[config.mk]
export PLATFORM = sky130hd
export DESIGN_NAME = ddr_cmd_data_driver
export DESIGN_NICKNAME = d
export VERILOG_FILES = /design/src/rtl/ddr_cmd_data_driver.sv
export SDC_FILE = /design/constraint.sdc
export NUM_CORES = 1
export LEC_CHECK = 0
export BUFFER_PORTS_ARGS = -buffer_cell sky130_fd_sc_hd__clkbuf_2
export CORE_ASPECT_RATIO = 1.2
export CORE_MARGIN = 1.5
export CORE_UTILIZATION = 47
export DETAILED_ROUTE_END_ITERATION = 8
export HOLD_SLACK_MARGIN = 0.05
export PLACE_DENSITY_LB_ADDON = 0.08
export REMOVE_ABC_BUFFERS = 1
export SLEW_MARGIN = 0
export SYNTH_ARGS = -nofsm -noshare
export SYNTH_HDL_FRONTEND = slang
export SYNTH_SLANG_ARGS = --single-unit
[constraint.sdc]
create_clock -name clock_t -period 1.9 [get_ports clock_t]
set_clock_uncertainty 0.15 [all_clocks]
set_input_delay 0.285 -clock clock_t [delete_from_list [all_inputs] [get_ports clock_t]]
set_output_delay 0.285 -clock clock_t [all_outputs]
set_load 0.02 [all_outputs]
[src/rtl/ddr_cmd_data_driver.sv]
// ddr_cmd_data_driver: DDR4 command/address encoder and write-data engine; CA parity enabled by DDR_CA_PARITY_EN
module ddr_cmd_data_driver #(
  parameter int DATA_WIDTH = 8,
  parameter int BG_WIDTH   = 2,
  parameter int BA_WIDTH   = 2,
  parameter int ROW_WIDTH  = 18,
  parameter int COL_WIDTH  = 10,
  parameter int BL         = 8,
  parameter int PREAMBLE   = 1,
  parameter int WL_W       = 5
) (
  input  logic                     clock_t,
  input  logic                     reset_n,
  input  logic                     cmd_valid,
  output logic                     cmd_ready,
  input  logic [3:0]               cmd_code,
  input  logic [BG_WIDTH-1:0]      cmd_bg,
  input  logic [BA_WIDTH-1:0]      cmd_ba,
  input  logic [ROW_WIDTH-1:0]     cmd_row,
  input  logic [COL_WIDTH-1:0]     cmd_col,
  input  logic [BL*DATA_WIDTH-1:0] cmd_wdata,
  input  logic [WL_W-1:0]          wl,
  output logic                     cs_n,
  output logic                     act_n,
  output logic                     ras_n_a16,
  output logic                     cas_n_a15,
  output logic                     we_n_a14,
  output logic                     bc_n_a12,
  output logic                     ap_a10,
  output logic                     addr17,
  output logic                     addr13,
  output logic                     addr11,
  output logic [9:0]               addr9_0,
  output logic [BG_WIDTH-1:0]      bg_addr,
  output logic [BA_WIDTH-1:0]      ba_addr,
  output logic [DATA_WIDTH-1:0]    dq_out,
  output logic                     dq_oe,
  output logic                     dqs_t,
  output logic                     dqs_c,
  output logic                     par,
  output logic                     wr_busy
);
  localparam logic [2:0] S_IDLE  = 3'd0;
  localparam logic [2:0] S_WAIT  = 3'd1;
  localparam logic [2:0] S_PRE   = 3'd2;
  localparam logic [2:0] S_BURST = 3'd3;
  localparam logic [2:0] S_POST  = 3'd4;
  localparam int BW = (BL > 1) ? $clog2(BL) : 1;
  logic [2:0] state_q, state_d;
  logic [WL_W-1:0] cnt_q, cnt_d, wl_eff;
  logic [BL-1:0][DATA_WIDTH-1:0] wdata_q;
  logic [BW-1:0] beat;
  logic [17:0] row18, a_d, a_q;
  logic [9:0] col10;
  logic cs_d, cs_q, act_d, act_q;
  logic [BG_WIDTH-1:0] bg_d, bg_q;
  logic [BA_WIDTH-1:0] ba_d, ba_q;
  logic accept, wr_accept;
  assign row18 = 18'(cmd_row);
  assign col10 = 10'(cmd_col);
  assign cmd_ready = reset_n && !(cmd_code == 4'd3 && state_q != S_IDLE && state_q != S_POST);
  assign accept = cmd_valid && cmd_ready;
  assign wr_accept = accept && cmd_code == 4'd3;
  // Encode the accepted command into next-cycle pin values; DES when nothing is accepted
  always_comb begin
    cs_d = 1'b1;
    act_d = 1'b1;
    a_d = '1;
    bg_d = '1;
    ba_d = '1;
    if (accept) begin
      case (cmd_code)
        4'd0: begin
          cs_d = 1'b0;
          act_d = 1'b0;
          a_d = row18;
          bg_d = cmd_bg;
          ba_d = cmd_ba;
        end
        4'd1: begin
          cs_d = 1'b0;
          a_d[16:14] = 3'b010;
          a_d[10] = 1'b0;
          bg_d = cmd_bg;
          ba_d = cmd_ba;
        end
        4'd2, 4'd3: begin
          cs_d = 1'b0;
          a_d[16:14] = {2'b10, ~cmd_code[0]};
          a_d[12] = (BL == 8);
          a_d[10] = 1'b0;
          a_d[9:0] = col10;
          bg_d = cmd_bg;
          ba_d = cmd_ba;
        end
        4'd4: begin
          cs_d = 1'b0;
          a_d[16:14] = 3'b000;
          a_d[17] = row18[17];
          a_d[13:0] = row18[13:0];
          bg_d = cmd_bg;
          ba_d = cmd_ba;
        end
        4'd5: begin
          cs_d = 1'b0;
          a_d[16:14] = 3'b001;
        end
        4'd6: begin
          cs_d = 1'b0;
          a_d[16:14] = 3'b110;
        end
        4'd8: cs_d = 1'b0;
        default: ;
      endcase
    end
  end
  // Register the command/address pins so each command is driven for exactly one cycle
  always_ff @(posedge clock_t or negedge reset_n) begin
    if (!reset_n) begin
      cs_q <= 1'b1;
      act_q <= 1'b1;
      a_q <= '1;
      bg_q <= '1;
      ba_q <= '1;
    end else begin
      cs_q <= cs_d;
      act_q <= act_d;
      a_q <= a_d;
      bg_q <= bg_d;
      ba_q <= ba_d;
    end
  end
`ifdef DDR_CA_PARITY_EN
  logic par_q;
  // Even parity registered alongside the pins it covers; cs_n is not part of it
  always_ff @(posedge clock_t or negedge reset_n) begin
    if (!reset_n) par_q <= 1'b0;
    else par_q <= ^{act_d, a_d, bg_d, ba_d};
  end
  assign par = par_q;
`else
  assign par = 1'b0;
`endif
  assign cs_n = cs_q;
  assign act_n = act_q;
  assign addr17 = a_q[17];
  assign ras_n_a16 = a_q[16];
  assign cas_n_a15 = a_q[15];
  assign we_n_a14 = a_q[14];
  assign addr13 = a_q[13];
  assign bc_n_a12 = a_q[12];
  assign addr11 = a_q[11];
  assign ap_a10 = a_q[10];
  assign addr9_0 = a_q[9:0];
  assign bg_addr = bg_q;
  assign ba_addr = ba_q;
  assign wl_eff = (wl < WL_W'(PREAMBLE)) ? WL_W'(PREAMBLE) : wl;
  // Write engine sequencing: wait out the latency, then preamble, burst beats and one postamble cycle
  always_comb begin
    state_d = state_q;
    cnt_d = cnt_q;
    case (state_q)
      S_WAIT: begin
        state_d = (cnt_q == '0) ? S_PRE : S_WAIT;
        cnt_d = (cnt_q == '0) ? WL_W'(PREAMBLE - 1) : cnt_q - 1'b1;
      end
      S_PRE: begin
        state_d = (cnt_q == '0) ? S_BURST : S_PRE;
        cnt_d = (cnt_q == '0) ? '0 : cnt_q - 1'b1;
      end
      S_BURST: begin
        state_d = (cnt_q == WL_W'(BL - 1)) ? S_POST : S_BURST;
        cnt_d = (cnt_q == WL_W'(BL - 1)) ? '0 : cnt_q + 1'b1;
      end
      default: state_d = S_IDLE;
    endcase
    if (wr_accept) begin
      state_d = (wl_eff > WL_W'(PREAMBLE)) ? S_WAIT : S_PRE;
      cnt_d = (wl_eff > WL_W'(PREAMBLE)) ? wl_eff - WL_W'(PREAMBLE) - 1'b1 : WL_W'(PREAMBLE - 1);
    end
  end
  // Write engine state and the burst captured at CAS_W acceptance
  always_ff @(posedge clock_t or negedge reset_n) begin
    if (!reset_n) begin
      state_q <= S_IDLE;
      cnt_q <= '0;
      wdata_q <= '0;
    end else begin
      state_q <= state_d;
      cnt_q <= cnt_d;
      if (wr_accept) wdata_q <= cmd_wdata;
    end
  end
  assign beat = cnt_q[BW-1:0];
  assign dq_oe = state_q == S_BURST;
  assign dq_out = dq_oe ? wdata_q[beat] : '0;
  assign dqs_t = dq_oe ? ~beat[0] : !(state_q == S_PRE || state_q == S_POST);
  assign dqs_c = dq_oe ? beat[0] : 1'b1;
  assign wr_busy = state_q != S_IDLE;
endmodule

==> results of run 1 <==
[placed cells by master (no fill, tap or decap), drive strengths merged, types with 9 or more instances in the layout]
cell type / synthesis / layout
nor2: 17 / 17
a21oi: 10 / 10
dfrtp: 72 / 72
mux2i: 9 / 9
inv: 7 / 9
dlygate4sd3: 0 / 95
a221o: 10 / 10
clkbuf: 9 / 148
dfstp: 24 / 24
nand2: 201 / 201
mux4: 16 / 16
buf: 23 / 39
[worst register-to-register path: stages (launching register included)]
cell and delay (ns):
dfrtp_2 0.44, clkbuf_16 0.18, buf_8 0.11, ha_4 0.12, and4bb_2 0.26, o21ai_2 0.06, a211o_1 0.26, a211o_1 0.29
[per-layer routing]
layer | vias up | track usage (%) | part of all wire [%]
met5 | - | 0 | 0
met4 | 0 | 10.3 | 2.5
met3 | 29 | 5.38 | 5.3
met2 | 158 | 46.5 | 53
met1 | 2127 | 29.1 | 39
li1 | 2125 | - | -
[worst min path at each step]
stage            endpoint  slack [ns]  cells after the start   startpoint
2_1_floorplan    cnt_q[0]       -0.16                      0      reset_n
3_3_place_gp   wdata_q[0]        0.16                      2      reset_n
3_5_place_dp   wdata_q[0]        0.16                      2      reset_n
4_1_cts           a_q[14]        0.06                      3  cmd_row[14]
5_1_grt           a_q[14]        0.06                      3  cmd_row[14]
6_report           a_q[6]        0.07                      2   cmd_col[6]
[kinds of logic (layout without fill, tap and decap cells)]
| kind of cell | Yosys count | count (layout) |
|---|---|---|
| flip-flops | 96 | 96 |
| AO/OA/AOI/OAI | 53 | 53 |
| AND/OR/NAND/NOR | 266 | 266 |
| XOR/XNOR | 2 | 2 |
| multiplexers | 25 | 25 |
| other | 1 | 1 |
| buffers and inverters | 39 | 293 |
| adder cells (fa/ha/maj) | 5 | 5 |
[layout make-up]
| class | instances | share of cell area [%] |
|---|---|---|
| Sequential cell | 96 | 34.4 |
| Clock buffer | 12 | 3.34 |
| Inverter | 7 | 0.371 |
| Timing Repair Buffer | 270 | 28.6 |
| Multi-Input combinational cell | 352 | 30.4 |
| Tap cell | 123 | 2.17 |
| Clock inverter | 4 | 0.742 |
[sequential cells by signal, summed over array words and instances, names as in the netlist]
name and cells:
ba_addr 2, state_q 3, act_n 1, cnt_q 5, a_q 18, cs_n 1, bg_addr 2, wdata_q 64
[power by group]
group | switching, µW | internal, µW
clock | 753 | 1030
combinational | 1290 | 1460
sequential | 334 | 2450
[through the flow]
stage / setup TNS, ns / total power, µW / instances
final: -3.03 / 7320 / 864
after global routing: -4.18 / 7740 / 864
after CTS: -4.84 / 7110 / 859
after detailed placement: -0.0809 / 5050 / 745
after global placement: -0.00907 / 4970 / 745
after floorplan: -37.96 / 4180 / 455
[repair_timing]
action / CTS / global route
endpoints found under the setup margin: 14 / 31
resized for setup: 9 / 31
buffers inserted: 3 / 4
hold endpoints to repair: 176 / 53
hold buffers: 95 / 1
gates cloned: 0 / 1
pin swaps: 0 / 11
==> impl_metrics.env, run 1 <==
export IMPL_dr_pass1_iters=5
export IMPL_area_delta_synth_final_pct=49.9
export IMPL_grt_util_all_layers_pct=25.7
export IMPL_io_buffer_count=144
export IMPL_max_vdd_ir_drop_v=0.000714
export IMPL_clk_path_buf_depth=2
export IMPL_num_antenna_cells=0
export IMPL_yosysTopAreaCell="dfrtp_1"
export IMPL_synth_simple_area_share_pct=24.8
export IMPL_synth_yosys_seq_area_share_pct=51.5
export IMPL_syn_area_mm2=0.00473
export IMPL_cp_end_kind="output pin"
export IMPL_coreArea_mm2=0.00966
export IMPL_hpwlAfterDp_um=8100
export IMPL_die_area_mm2=0.0107
export IMPL_clkTransAtPathRegs_ns=0.06
export IMPL_multi_input_area_mm2=0.00215
export IMPL_powerDensity_mw_per_mm2=1030
export IMPL_min_period_ns=2.27
export IMPL_cts_tree="built"
export IMPL_cts_root_buf="clkbuf_16"
export IMPL_ant_nets=0
export IMPL_setup_ws_ns=-0.371
export IMPL_r2r_end="cnt_q[3]"
export IMPL_r2r_start="cnt_q[0]"
export IMPL_rows=39
export IMPL_cts_sinks=96
export IMPL_place_congestion=0.833
export IMPL_synth_avg_cell_area_um2=9.70
export IMPL_yosys_warnings=0
export IMPL_regArea_mm2=0.00244
export IMPL_max_freq_mhz=440
export IMPL_setup_viol=13
export IMPL_post_route_period_util_pct=120
export IMPL_ios=146
export IMPL_antenna_found_initial=0
export IMPL_post_route_drc_count=0
export IMPL_drive_gt1_share_pct=34.5
export IMPL_reg2reg_slack_ns=-0.08
export IMPL_finalHoldViolCount=0
export IMPL_ys_async_sr_fraction_pct=100
export IMPL_worstSetupPathType="register to output pin"
export IMPL_dieWidth_um=94.5
export IMPL_nets=849
export IMPL_dr_total_vias=4439
export IMPL_violations="setup timing"
export IMPL_n_fill_cell=705
export IMPL_synthMuxAreaShare_pct=9.53
export IMPL_finalMaxSlewViolations=0
export IMPL_synth_top_family_by_area="simple AND/OR/NAND/NOR gates"
export IMPL_required_ns=1.46
export IMPL_numCtsBuffers=9
export IMPL_startpoint="cnt_q[0]"
export IMPL_final_core_util_pct=73.3
export IMPL_path_cells="buf_4 > mux4_2 > mux2i_1 > nor2_1 > clkbuf_2"
export IMPL_yosys_most_used_dff="dfrtp_1"
export IMPL_dpl_cell_area_mm2=0.00565
export IMPL_tightest_slew_ns=0.670
export IMPL_crit_slowest_cell="mux4_2"
export IMPL_endpoint="dq_out[3]"
export IMPL_ys_top_cells_by_count="nand2_1, dfrtp_1, dfstp_2"
export IMPL_synth_top_area_share_pct=38.1
export IMPL_power_leakage_uw=0.00359
export IMPL_yosysMostFrequentCell="nand2_1"
export IMPL_synth_compound_area_share_pct=8.29
export IMPL_clock_latency_ns=0.34
export IMPL_rr_worst_depth=7
export IMPL_design_area_mm2=0.00708
export IMPL_grt_max_degree=56
export IMPL_grt_ovfl_total=0
export IMPL_path_buf_inv=2
export IMPL_synth_enable_flop_cells=0
export IMPL_max_slew_margin_pct=55.3
export IMPL_viasPerCell=5.14
export IMPL_cp_top_family="multiplexers"
export IMPL_synthAdderAreaFrac_pct=1.32
export IMPL_outcome="finished with violations"
export IMPL_arrival_ns=1.84
export IMPL_crit_cells=5
export IMPL_die_h_um=113
export IMPL_syn_inst=487
export IMPL_startpoint_type="register"
export IMPL_wl_um=13300
export IMPL_cpPeakStageDelay_ns=0.50
export IMPL_whs_ns=0.0665
export IMPL_hold_path_class="input port to register"
export IMPL_maxCapViolCount=0
export IMPL_wl_per_cell_um=15.4
export IMPL_ys_top_cells_by_area="dfrtp_1, nand2_1, dfstp_2"
export IMPL_synth_ff_latch_count=96
export IMPL_grt_pass1_wl_um=21200
export IMPL_htree_levels=3
export IMPL_grt_pass1_vias=4589
export IMPL_ys_types=60
export IMPL_drtIter0Drc=307
export IMPL_rsz0062_at_grt="yes"
export IMPL_crit_fanout=6
export IMPL_post_place_ws_ns=-0.0411
export IMPL_start_util_pct=48.9
export IMPL_synth_xor_area_share_pct=0.371
(Power assumes the default switching activity.)
==> inputs of run 2 (changes only) <==
--- a/config.mk
+++ b/config.mk
@@ -5,10 +5,11 @@
 export SDC_FILE = /design/constraint.sdc
 export NUM_CORES = 1
 export LEC_CHECK = 0
+export ABC_AREA = 1
 export BUFFER_PORTS_ARGS = -buffer_cell sky130_fd_sc_hd__clkbuf_2
 export CORE_ASPECT_RATIO = 1.2
 export CORE_MARGIN = 1.5
-export CORE_UTILIZATION = 47
+export CORE_UTILIZATION = 46
 export DETAILED_ROUTE_END_ITERATION = 8
 export HOLD_SLACK_MARGIN = 0.05
 export PLACE_DENSITY_LB_ADDON = 0.08
==> run 2 against run 1 <==
Net effect:
- synthesized cell count grew 0.21%
- cell count up 1.0%
- the run still ends with setup timing left
- core utilization is 2.2 points lower
- flip-flop and latch count stayed put
- critical endpoint is now dq_out[0]
- setup slack improved by 0.23 ns
==> impl_metrics.env, run 2 <==
export IMPL_area_delta_synth_final_pct=51.8
export IMPL_ant_nets=0
export IMPL_p_int_uw=4850
export IMPL_powerDensity_mw_per_mm2=1070
export IMPL_maxCapViolCount=0
export IMPL_cp_top_family="flip-flops"
export IMPL_regMostFlops="wdata_q"
export IMPL_wl_met1_um=5360
export IMPL_setup_ws_ns=-0.142
export IMPL_synth_yosys_seq_area_share_pct=52.1
export IMPL_drive_gt1_share_pct=31.5
export IMPL_route_met2_wl_um=6320
export IMPL_coreArea_mm2=0.00996
export IMPL_grt_pass1_vias=4509
export IMPL_total_power_uw=7590
export IMPL_p_seq_share_pct=36.2
export IMPL_syn_area_mm2=0.00466
export IMPL_violations="setup timing"
export IMPL_finalHoldViolCount=0
export IMPL_synth_simple_area_share_pct=17.6
export IMPL_cts_tree="built"
export IMPL_cts_sinks=96
export IMPL_htree_levels=3
export IMPL_dp_cells=752
export IMPL_finalMaxSlewViolations=0
export IMPL_dr_max_layer_used="met4"
export IMPL_hold_path_class="input port to register"
export IMPL_viasPerCell=5.05
export IMPL_fin_cells=873
export IMPL_arrival_ns=1.61
export IMPL_post_route_drc_count=0
export IMPL_crit_slowest_cell="dfrtp_2"
export IMPL_max_freq_mhz=490
export IMPL_post_route_period_util_pct=107
export IMPL_ys_async_sr_fraction_pct=100
export IMPL_max_vdd_ir_drop_v=0.000592
export IMPL_clock_latency_ns=0.34
export IMPL_rsz0062_at_grt="yes"
export IMPL_antenna_found_initial=0
export IMPL_synthAdderAreaFrac_pct=1.34
export IMPL_crit_fanout=8
export IMPL_dr_pass1_iters=4
export IMPL_synthMuxAreaShare_pct=15.5
export IMPL_min_period_ns=2.04
export IMPL_grt_max_degree=97
export IMPL_ys_top_cells_by_count="nand2_1, dfrtp_1, nor2_1"
export IMPL_power_share_clock_pct=21.7
export IMPL_switching_power_uw=2740
export IMPL_synth_ff_latch_count=96
export IMPL_path_buf_inv=3
export IMPL_place_congestion=0.847
export IMPL_largestRegisters="wdata_q: 64 flops, a_q: 18 flops, cnt_q: 5 flops"
export IMPL_wl_um=12800
export IMPL_path_common_cell="nor2_1"
export IMPL_grt_util_all_layers_pct=25.0
export IMPL_comb_power_share_pct=42.1
export IMPL_die_area_mm2=0.0108
export IMPL_die_h_um=113
export IMPL_clk_path_buf_depth=2
export IMPL_clkTransAtPathRegs_ns=0.06
export IMPL_synth_top_family_by_area="simple AND/OR/NAND/NOR gates"
export IMPL_yosys_warnings=0
export IMPL_largest_reg_flops=64
export IMPL_path_cells="clkinv_4 > buf_6 > nor2_1 > o22ai_1 > o21ai_0 > nor2_1 > clkbuf_4"
export IMPL_yosysMostFrequentCell="nand2_1"
export IMPL_wl_per_cell_um=14.6
export IMPL_grt_ovfl_total=0
export IMPL_cpPeakStageDelay_ns=0.44
export IMPL_setup_viol=8
export IMPL_synth_top_area_share_pct=38.6
export IMPL_drtIter0Drc=231
export IMPL_synth_compound_area_share_pct=8.34
export IMPL_start_util_pct=46.8
export IMPL_final_cell_mix="clkbuf_2, dlygate4sd3_1, nand2_1, dfrtp_1"
export IMPL_yosysTopAreaCell="dfrtp_1"
export IMPL_grt_pass1_wl_um=20700
export IMPL_num_antenna_cells=0
export IMPL_rows=40
export IMPL_ys_types=30
export IMPL_syn_inst=488
export IMPL_ios=146
export IMPL_synth_xor_area_share_pct=0.563
export IMPL_power_leakage_uw=0.00352
export IMPL_startpoint_type="register"
export IMPL_synth_enable_flop_cells=0
export IMPL_hpwlAfterDp_um=7920
export IMPL_io_buffer_count=144
export IMPL_synth_avg_cell_area_um2=9.56
export IMPL_wl_met3_um=817
export IMPL_yosys_most_used_dff="dfrtp_1"
export IMPL_dieWidth_um=94.9
export IMPL_switching_share_pct=36.1
export IMPL_worstSetupPathType="register to output pin"
export IMPL_numCtsBuffers=9
export IMPL_cts_root_buf="clkbuf_16"
export IMPL_dr_total_vias=4405
export IMPL_outcome="finished with violations"
export IMPL_ys_top_cells_by_area="dfrtp_1, mux2_1, dfstp_2"
export IMPL_required_ns=1.46
export IMPL_layout_commonest_cell="clkbuf_2"
export IMPL_nets=855
export IMPL_cp_end_kind="output pin"
[run 2: cell types whose count changed after synthesis, moves of 17 or more]
cell     before  now
mux2_1        0   63
nand2_1     201   76
inv_1         6   23
o21ai_0       5   39
nor2_1       16   72
nand3_1       6   33
[run 2: logic make-up (layout without fill, tap and decap cells)]
logic type | after synthesis | after routing
other | 1 | 1
buffers and inverters | 52 | 311
XOR/XNOR | 3 | 3
AND/OR/NAND/NOR | 196 | 196
multiplexers | 64 | 64
AO/OA/AOI/OAI | 71 | 71
flip-flops | 96 | 96
adder cells (fa/ha/maj) | 5 | 5
[run 2: per-stage QoR]
stage               hold slack [ns]  utilization, %  instance area (µm²)  setup TNS, ns  worst slack [ns]
floorplan                    -0.161               -                 4550         -94.72             -1.47
global placement              0.286            56.8                 5650              0             0.124
detailed placement            0.286            56.8                 5650              0            0.0881
CTS                          0.0541            70.7                 7040          -1.07            -0.165
global route                 0.0841            71.1                 7080          -1.73            -0.234
finish                       0.0920            71.1                 7080         -0.901            -0.142
[run 2: final cells by class]
class | instances | area (µm²)
clock buffers | 10 | 229
clock inverters | 6 | 45.0
fillers | 758 | 2880
inverters | 26 | 103
multi-input cells | 340 | 2070
flip-flops and latches | 96 | 2440
well taps | 126 | 158
repair buffers | 269 | 2040
[run 2: repair_timing]
item,in CTS,in global routing
pin swaps,1,7
buffers inserted,6,1
hold buffers,96,0
setup endpoints to repair,10,14
cloned,2,0
gates resized for setup,40,23
endpoints found under the hold margin,157,0
[run 2: power groups by stage]
stage / clock [µW] / sequential (µW) / combinational [µW]
after floorplan: 0 / 2810 / 1600
after global placement: 0 / 2740 / 2630
after detailed placement: 0 / 2760 / 2670
after CTS: 1710 / 2750 / 3110
after global routing: 1780 / 2810 / 3560
final: 1640 / 2750 / 3200
[run 2: worst paths after layout]
kind | end | startpoint | slack (ns) | depth (start not counted)
setup / recovery | dq_out[0] | cnt_q[0] | -0.14 | 7
hold / removal | a_q[14] | cmd_code[3] | 0.09 | 3
setup reg to reg | wdata_q[16] | state_q[0] | 0.07 | 6
hold reg to reg | wdata_q[14] | wdata_q[14] | 0.34 | 1
max in group asynchronous | bg_addr[1] | reset_n | 0.70 | 3
min in group asynchronous | wdata_q[40] | reset_n | 0.53 | 3
[run 2: per-layer routing]
layer,vias to the layer above,track usage [%]
met5,-,0
li1,2160,-
met3,23,5.98
met1,2058,29.2
met4,0,9.15
met2,164,43.8
[run 2: worst min-delay path: cells and delay by family]
family,cells,cell delay [ns]
AOI/OAI and AO/OA,1,0.05
buffers and inverters,1,0.12
and+or+nand+nor,1,0.09
